File: config.mk
export PLATFORM = sky130hd
export DESIGN_NAME = cpu_operand_stage
export DESIGN_NICKNAME = d
export VERILOG_FILES = /design/src/rtl/cpu_operand_stage.sv
export SDC_FILE = /design/constraint.sdc
export NUM_CORES = 2
export LEC_CHECK = 0
export CORE_ASPECT_RATIO = 1.25
export CORE_MARGIN = 4
export CORE_UTILIZATION = 60
export CTS_BUF_LIST = sky130_fd_sc_hd__clkbuf_8
export DETAILED_ROUTE_END_ITERATION = 12
export HOLD_SLACK_MARGIN = 0.02
export PLACE_DENSITY = 0.78
export SYNTH_ARGS = -nofsm -noshare
export SYNTH_HDL_FRONTEND = slang
export SYNTH_SLANG_ARGS = --single-unit
export TNS_END_PERCENT = 1
File: constraint.sdc
create_clock -name clk -period 3.7 [get_ports clk]
set_input_delay 0.74 -clock clk [delete_from_list [all_inputs] [get_ports clk]]
set_output_delay 0.74 -clock clk [all_outputs]
set_load 0.01 [all_outputs]
File: src/rtl/cpu_operand_stage.sv
// RV32I operand stage: decodes the instruction, reads the regfile, builds immediates and registers ALU operands.
// Optional macro CPU_OPERAND_BYPASS_EN forwards a same-cycle writeback into operand reads and hazard checks.
module cpu_operand_stage #(
    parameter bit RESET_PC_ZERO = 1'b1
) (
    input  logic        clk,
    input  logic        reset,
    input  logic        in_valid,
    output logic        in_ready,
    input  logic [31:0] in_instruction,
    input  logic [31:0] in_pc,
    input  logic        wb_en,
    input  logic [4:0]  wb_rd,
    input  logic [31:0] wb_data,
    output logic        out_valid,
    input  logic        out_ready,
    output logic [6:0]  out_funct7,
    output logic [2:0]  out_funct3,
    output logic [6:0]  out_opcode,
    output logic [31:0] out_a,
    output logic [31:0] out_b,
    output logic [31:0] out_rs2_value,
    output logic [4:0]  out_rd,
    output logic        out_rd_en,
    output logic [31:0] out_pc,
    output logic        out_illegal
);

    localparam logic [6:0] OPC_OP     = 7'b0110011;
    localparam logic [6:0] OPC_OP_IMM = 7'b0010011;
    localparam logic [6:0] OPC_LUI    = 7'b0110111;
    localparam logic [6:0] OPC_AUIPC  = 7'b0010111;
    localparam logic [6:0] OPC_LOAD   = 7'b0000011;
    localparam logic [6:0] OPC_STORE  = 7'b0100011;

    logic [31:0] regs [1:31];
    logic [31:1] pend;
    logic [31:1] pend_live;
    logic [31:1] wb_clear;
    logic [31:1] pend_set;

    logic [6:0]  opcode;
    logic [4:0]  rd;
    logic [4:0]  rs1;
    logic [4:0]  rs2;
    logic [2:0]  f3;
    logic [6:0]  f7;
    logic [31:0] imm_i;
    logic [31:0] imm_s;
    logic [31:0] imm_u;
    logic [31:0] rs1_val;
    logic [31:0] rs2_val;

    logic        use_rs1;
    logic        use_rs2;
    logic        writes_rd;
    logic        dec_rd_en;
    logic        dec_illegal;
    logic [31:0] dec_a;
    logic [31:0] dec_b;
    logic [2:0]  dec_f3;
    logic [6:0]  dec_f7;

    logic        wb_fire;
    logic        hazard;
    logic        accept;

    assign opcode = in_instruction[6:0];
    assign rd     = in_instruction[11:7];
    assign f3     = in_instruction[14:12];
    assign rs1    = in_instruction[19:15];
    assign rs2    = in_instruction[24:20];
    assign f7     = in_instruction[31:25];

    assign imm_i = {{20{in_instruction[31]}}, in_instruction[31:20]};
    assign imm_s = {{20{in_instruction[31]}}, in_instruction[31:25], in_instruction[11:7]};
    assign imm_u = {in_instruction[31:12], 12'b0};

    assign wb_fire = wb_en && (wb_rd != 5'd0);

    always_comb begin
        wb_clear = '0;
        if (wb_fire) begin
            wb_clear[wb_rd] = 1'b1;
        end
    end

`ifdef CPU_OPERAND_BYPASS_EN
    // A register being written back this cycle is already safe to read.
    assign pend_live = pend & ~wb_clear;

    always_comb begin
        rs1_val = '0;
        rs2_val = '0;
        if (rs1 != 5'd0) begin
            rs1_val = (wb_fire && (wb_rd == rs1)) ? wb_data : regs[rs1];
        end
        if (rs2 != 5'd0) begin
            rs2_val = (wb_fire && (wb_rd == rs2)) ? wb_data : regs[rs2];
        end
    end
`else
    assign pend_live = pend;

    always_comb begin
        rs1_val = '0;
        rs2_val = '0;
        if (rs1 != 5'd0) begin
            rs1_val = regs[rs1];
        end
        if (rs2 != 5'd0) begin
            rs2_val = regs[rs2];
        end
    end
`endif

    always_comb begin
        use_rs1     = 1'b0;
        use_rs2     = 1'b0;
        writes_rd   = 1'b0;
        dec_illegal = 1'b0;
        dec_a       = '0;
        dec_b       = '0;
        dec_f3      = '0;
        dec_f7      = '0;
        case (opcode)
            OPC_OP: begin
                use_rs1   = 1'b1;
                use_rs2   = 1'b1;
                writes_rd = 1'b1;
                dec_a     = rs1_val;
                dec_b     = rs2_val;
                dec_f3    = f3;
                dec_f7    = f7;
            end
            OPC_OP_IMM: begin
                use_rs1   = 1'b1;
                writes_rd = 1'b1;
                dec_a     = rs1_val;
                dec_b     = imm_i;
                dec_f3    = f3;
                dec_f7    = f7;
            end
            OPC_LUI: begin
                writes_rd = 1'b1;
                dec_b     = imm_u;
            end
            OPC_AUIPC: begin
                writes_rd = 1'b1;
                dec_a     = in_pc;
                dec_b     = imm_u;
            end
            OPC_LOAD: begin
                use_rs1   = 1'b1;
                writes_rd = 1'b1;
                dec_a     = rs1_val;
                dec_b     = imm_i;
            end
            OPC_STORE: begin
                use_rs1 = 1'b1;
                use_rs2 = 1'b1;
                dec_a   = rs1_val;
                dec_b   = imm_s;
            end
            default: begin
                dec_illegal = 1'b1;
            end
        endcase
    end

    assign dec_rd_en = writes_rd && (rd != 5'd0);

    assign hazard = (use_rs1 && (rs1 != 5'd0) && pend_live[rs1]) ||
                    (use_rs2 && (rs2 != 5'd0) && pend_live[rs2]) ||
                    (dec_rd_en && pend_live[rd]);

    assign in_ready = (!out_valid || out_ready) && !hazard;
    assign accept   = in_valid && in_ready;

    always_comb begin
        pend_set = '0;
        if (accept && dec_rd_en) begin
            pend_set[rd] = 1'b1;
        end
    end

    // Set is applied after clear so a same-index set/clear leaves the bit pending.
    always_ff @(posedge clk) begin
        if (reset) begin
            pend <= '0;
        end else begin
            pend <= (pend & ~wb_clear) | pend_set;
        end
    end

    always_ff @(posedge clk) begin
        if (!reset && wb_fire) begin
            regs[wb_rd] <= wb_data;
        end
    end

    always_ff @(posedge clk) begin
        if (reset) begin
            out_valid     <= 1'b0;
            out_funct7    <= '0;
            out_funct3    <= '0;
            out_opcode    <= '0;
            out_a         <= '0;
            out_b         <= '0;
            out_rs2_value <= '0;
            out_rd        <= '0;
            out_rd_en     <= 1'b0;
            out_illegal   <= 1'b0;
            if (RESET_PC_ZERO) begin
                out_pc <= '0;
            end
        end else if (accept) begin
            out_valid     <= 1'b1;
            out_funct7    <= dec_f7;
            out_funct3    <= dec_f3;
            out_opcode    <= opcode;
            out_a         <= dec_a;
            out_b         <= dec_b;
            out_rs2_value <= rs2_val;
            out_rd        <= rd;
            out_rd_en     <= dec_rd_en;
            out_pc        <= in_pc;
            out_illegal   <= dec_illegal;
        end else if (out_ready) begin
            out_valid <= 1'b0;
        end
    end

endmodule
==> implementation parameters <==
Parameter                              Value

Hold path
  Worst hold endpoint    out_rs2_value[11]
  Worst min-delay path startpoint    reset
  Cell count of the worst hold path    2
  Kind of path behind the tightest hold check    input port to flop

Synthesis
  Avg Cell Area, Syn    16.0 µm²
  Synth Flop Type    sky130_fd_sc_hd__edfxtp_1
  Gate Count Post-Synth    3353
  Sequential fraction of the synthesis area    62.4%
  Count of unique library cells instantiated by Yosys    61
  Netlist Area Pre-Place    0.0536 mm²
  Count of synthesis-stage warnings from yosys    0
  Syn_nets    about 3500
  Share of flip-flops with an asynchronous set or reset    0%
  Post-synthesis register bit count    roughly 1200
  Number of flops mapped to enable cells by yosys    between 900 and 1000

Die
  Count of boundary I/O pins    260
  Horizontal die dimension    275 µm
  Initial core utilization    slightly above 60%
  Die ar.    about 0.094 mm²
  Height of the die    ~340 µm
  Core footprint    slightly below 0.09 mm²
  Number of core rows    122

Cells and area
  Net count, final    between 3000 and 4000
  Most frequent standard cell in the layout excluding fill and tap cells    sky130_fd_sc_hd__edfxtp_1
  Most frequent cells in the layout    sky130_fd_sc_hd__edfxtp_1 (992), sky130_fd_sc_hd__mux4_2 (424), sky130_fd_sc_hd__clkdlybuf4s50_1 (248), sky130_fd_sc_hd__mux2i_1 (188)
  Fin util    between 70% and 80%
  Non-filler cells, final    around 5000
  Area grow syn2layout    16.5%
  Share of post-route cells with drive strength above 1    between 20% and 30%

Detailed routing
  Number of vias per cell    between 7 and 8
  Antenna Violating Nets Remaining    0
  Average wire per standard cell    33.6 µm
  Post-detailed-route DRC marker count    0
  Drt first pass iters    7
  Total detailed-routing wirelength    roughly 170000 µm
  Vias    roughly 37000
  Initial detailed-routing violation count    just over 6000

Global routing
  Aggregate global routing overflow    0
  First-pass GRT wire length    around 240000 µm
  Largest net degree at the start of global routing    110
  Number of antenna violations at the first check in global routing    16
  GRT Resource Usage Total    a little over a third
  Vias in the first global route    between 30000 and 40000

Setup path
  CP Cell Sequence    clkdlybuf4s50_1 -> buf_12 -> mux4_2 -> o22ai_1 -> nor2_1 -> and4b_1 -> nor3_2 -> dlygate4sd2_1
  CP max stage delay    510 ps
  Top Family by Delay on Critical Path    buffers and inverters
  Arrival @ worst endpoint    ~2800 ps
  Register-to-register setup slack    about 800 ps
  CP Buf/Inv Count    3
  Critical path start-end classification    input port to output pin
  Worst-path cell with the longest stage delay    sky130_fd_sc_hd__clkdlybuf4s50_1
  Number of gates on the worst path with buffers counted    8
  Required time at the endpoint of the critical path    around 3000 ps
  Start of the worst register-to-register path    pend[13]
  R2r endpoint    out_a[13]
  Critical path peak fanout    9
  Category of the worst setup path capture point    output pin
  Kind of start point of the critical path    input port
  Register-to-Register Path Depth    8

Job
  Number of maximum-capacitance constraint violations    0

CTS
  Deepest level of the CTS H-tree    4
  CTS root buf    sky130_fd_sc_hd__clkbuf_8
  Setup fix buffers added after clock tree synthesis    0
  Worst-Skew Late Latency    about 850 ps
  Hold_buf cts    0
  Number of buffers on the longest clock path    3
  Num CTS Buffers    170
  CTS sink count    1176
  TritonCTS clock tree    built
  Clock transition at the registers of the reported paths    about 60 ps

STA
  Fmax    ~280 MHz
  Pins Over Slew Limit    0
  Number of hold violations in the final report    0
  Minimum setup slack in the final design    about 120 ps
  Worst rel slew slack    13.7%
  Clock skew    24.3 ps
  Final clock period utilization by the worst path    between 90% and 100%
  Actual transition at the worst max-transition pin    around 1300 ps
  Post-layout minimum cycle time    roughly 3600 ps
  # setup viols final    0

Power and ir drop
  P_leak    20.4 nW
  Power per cell area    437 mW/mm²
  Peak VDD IR    just under 0.3 mV

Place
  Placer Congestion    0.894
  DP Cell Count    approximately 4700
  Worst slack, placed    -269 ps
  Total of buffers placed on input and output ports    around 260
  Dpl hpwl    between 100000 and 150000 µm

Status
  Run status    finished, final reports clean
[synthesized netlist by cell type, drive strengths merged, types with 6 or more instances]
cell    number  area (µm²)
inv         13        48.8
or2          7        43.8
nor2b       40         250
clkbuf     145         544
o211ai       8        60.1
buf        143         729
o21a        11        82.6
nand2b      13        81.3
a221oi      25         219
a31oi        6        37.5
a21oi      149         746
o31ai       22         165
mux4       424        9550
edfxtp     992       29800
or3          8        50.1
mux2        34         383
o41ai        8         100
a211oi     122         916
nand2      173         649
mux2i      189        1890
a22oi       14         105
o21ai       72         360
nor3        44         220
nand3       41         205
nand3b      51         383
o22ai      138         863
nor4        31         194
o32ai       29         254
nor2       174         653
dfxtp      184        3680
[cells by family (layout without fill, tap and decap cells)]
kind of cell / after synthesis / after routing / share of synthesized area (%)
other: 0 / 9 / 0
multiplexers: 647 / 647 / 22.1
flip-flops: 1176 / 1176 / 62.4
buffers and inverters: 301 / 803 / 2.47
AO/OA/AOI/OAI: 626 / 626 / 7.65
AND/OR/NAND/NOR: 603 / 603 / 5.41
[metal layers]
layer	share of wire [%]	vias to the layer above	track usage [%]
met4	6.9	14	20.7
met2	47	3216	55.9
met5	0.054	-	0
met3	14	703	11.2
li1	-	14600	-
met1	32	18100	44.4
[area by class of cell]
cell class | count | area (µm²)
Inverter | 13 | 48.8
Sequential cell | 1176 | 33500
Antenna cell | 9 | 22.5
Multi-Input combinational cell | 1876 | 19100
Tap cell | 1178 | 1470
Fill cell | 5486 | 26100
Clock inverter | 123 | 688
Clock buffer | 184 | 2530
Timing Repair Buffer | 483 | 5110
[report_power, final]
group,leakage [nW],internal (mW),total (mW),switching (mW)
Sequential,10.4,14.5,14.6,0.0900
Combinational,8.21,1.17,2.72,1.56
Clock,1.80,4.95,9.93,4.98
Total,20.4,20.6,27.3,6.62
[worst max path at each step]
| stage | from | end |
|---|---|---|
| after floorplan | wb_rd[2] | regs[12][0] |
| after global placement | in_instruction[8] | in_ready |
| after detailed placement | in_instruction[8] | in_ready |
| after CTS | pend[13] | in_ready |
| after global routing | pend[13] | in_ready |
| final | in_instruction[8] | in_ready |
[repair_timing]
action,in CTS,in global routing
setup endpoints to repair,1,1
gates cloned,0,0
pin swaps,1,0
resized for setup,2,3
[flip-flops by register name, summed over array words and instances (netlist names)]
name and flops:
out_rd 5, out_b 32, regs 992, out_valid 1, out_illegal 1, out_pc 32, out_funct7 7, out_opcode 7
pend 31, out_funct3 3, out_rs2_value 32, out_rd_en 1, out_a 32
[stage by stage]
step	TNS (ps)	hold WS [ps]	total power, mW	instance area (µm²)
final	0	297	27.3	62500
after global routing	-28.9	297	28.1	62500
after CTS	0	256	27.3	62400
after detailed placement	-295	447	17.6	59200
after global placement	-345	440	17.5	59200
after floorplan	0	476	16.3	53600
Note: power is estimated with default switching activity, not from simulation.
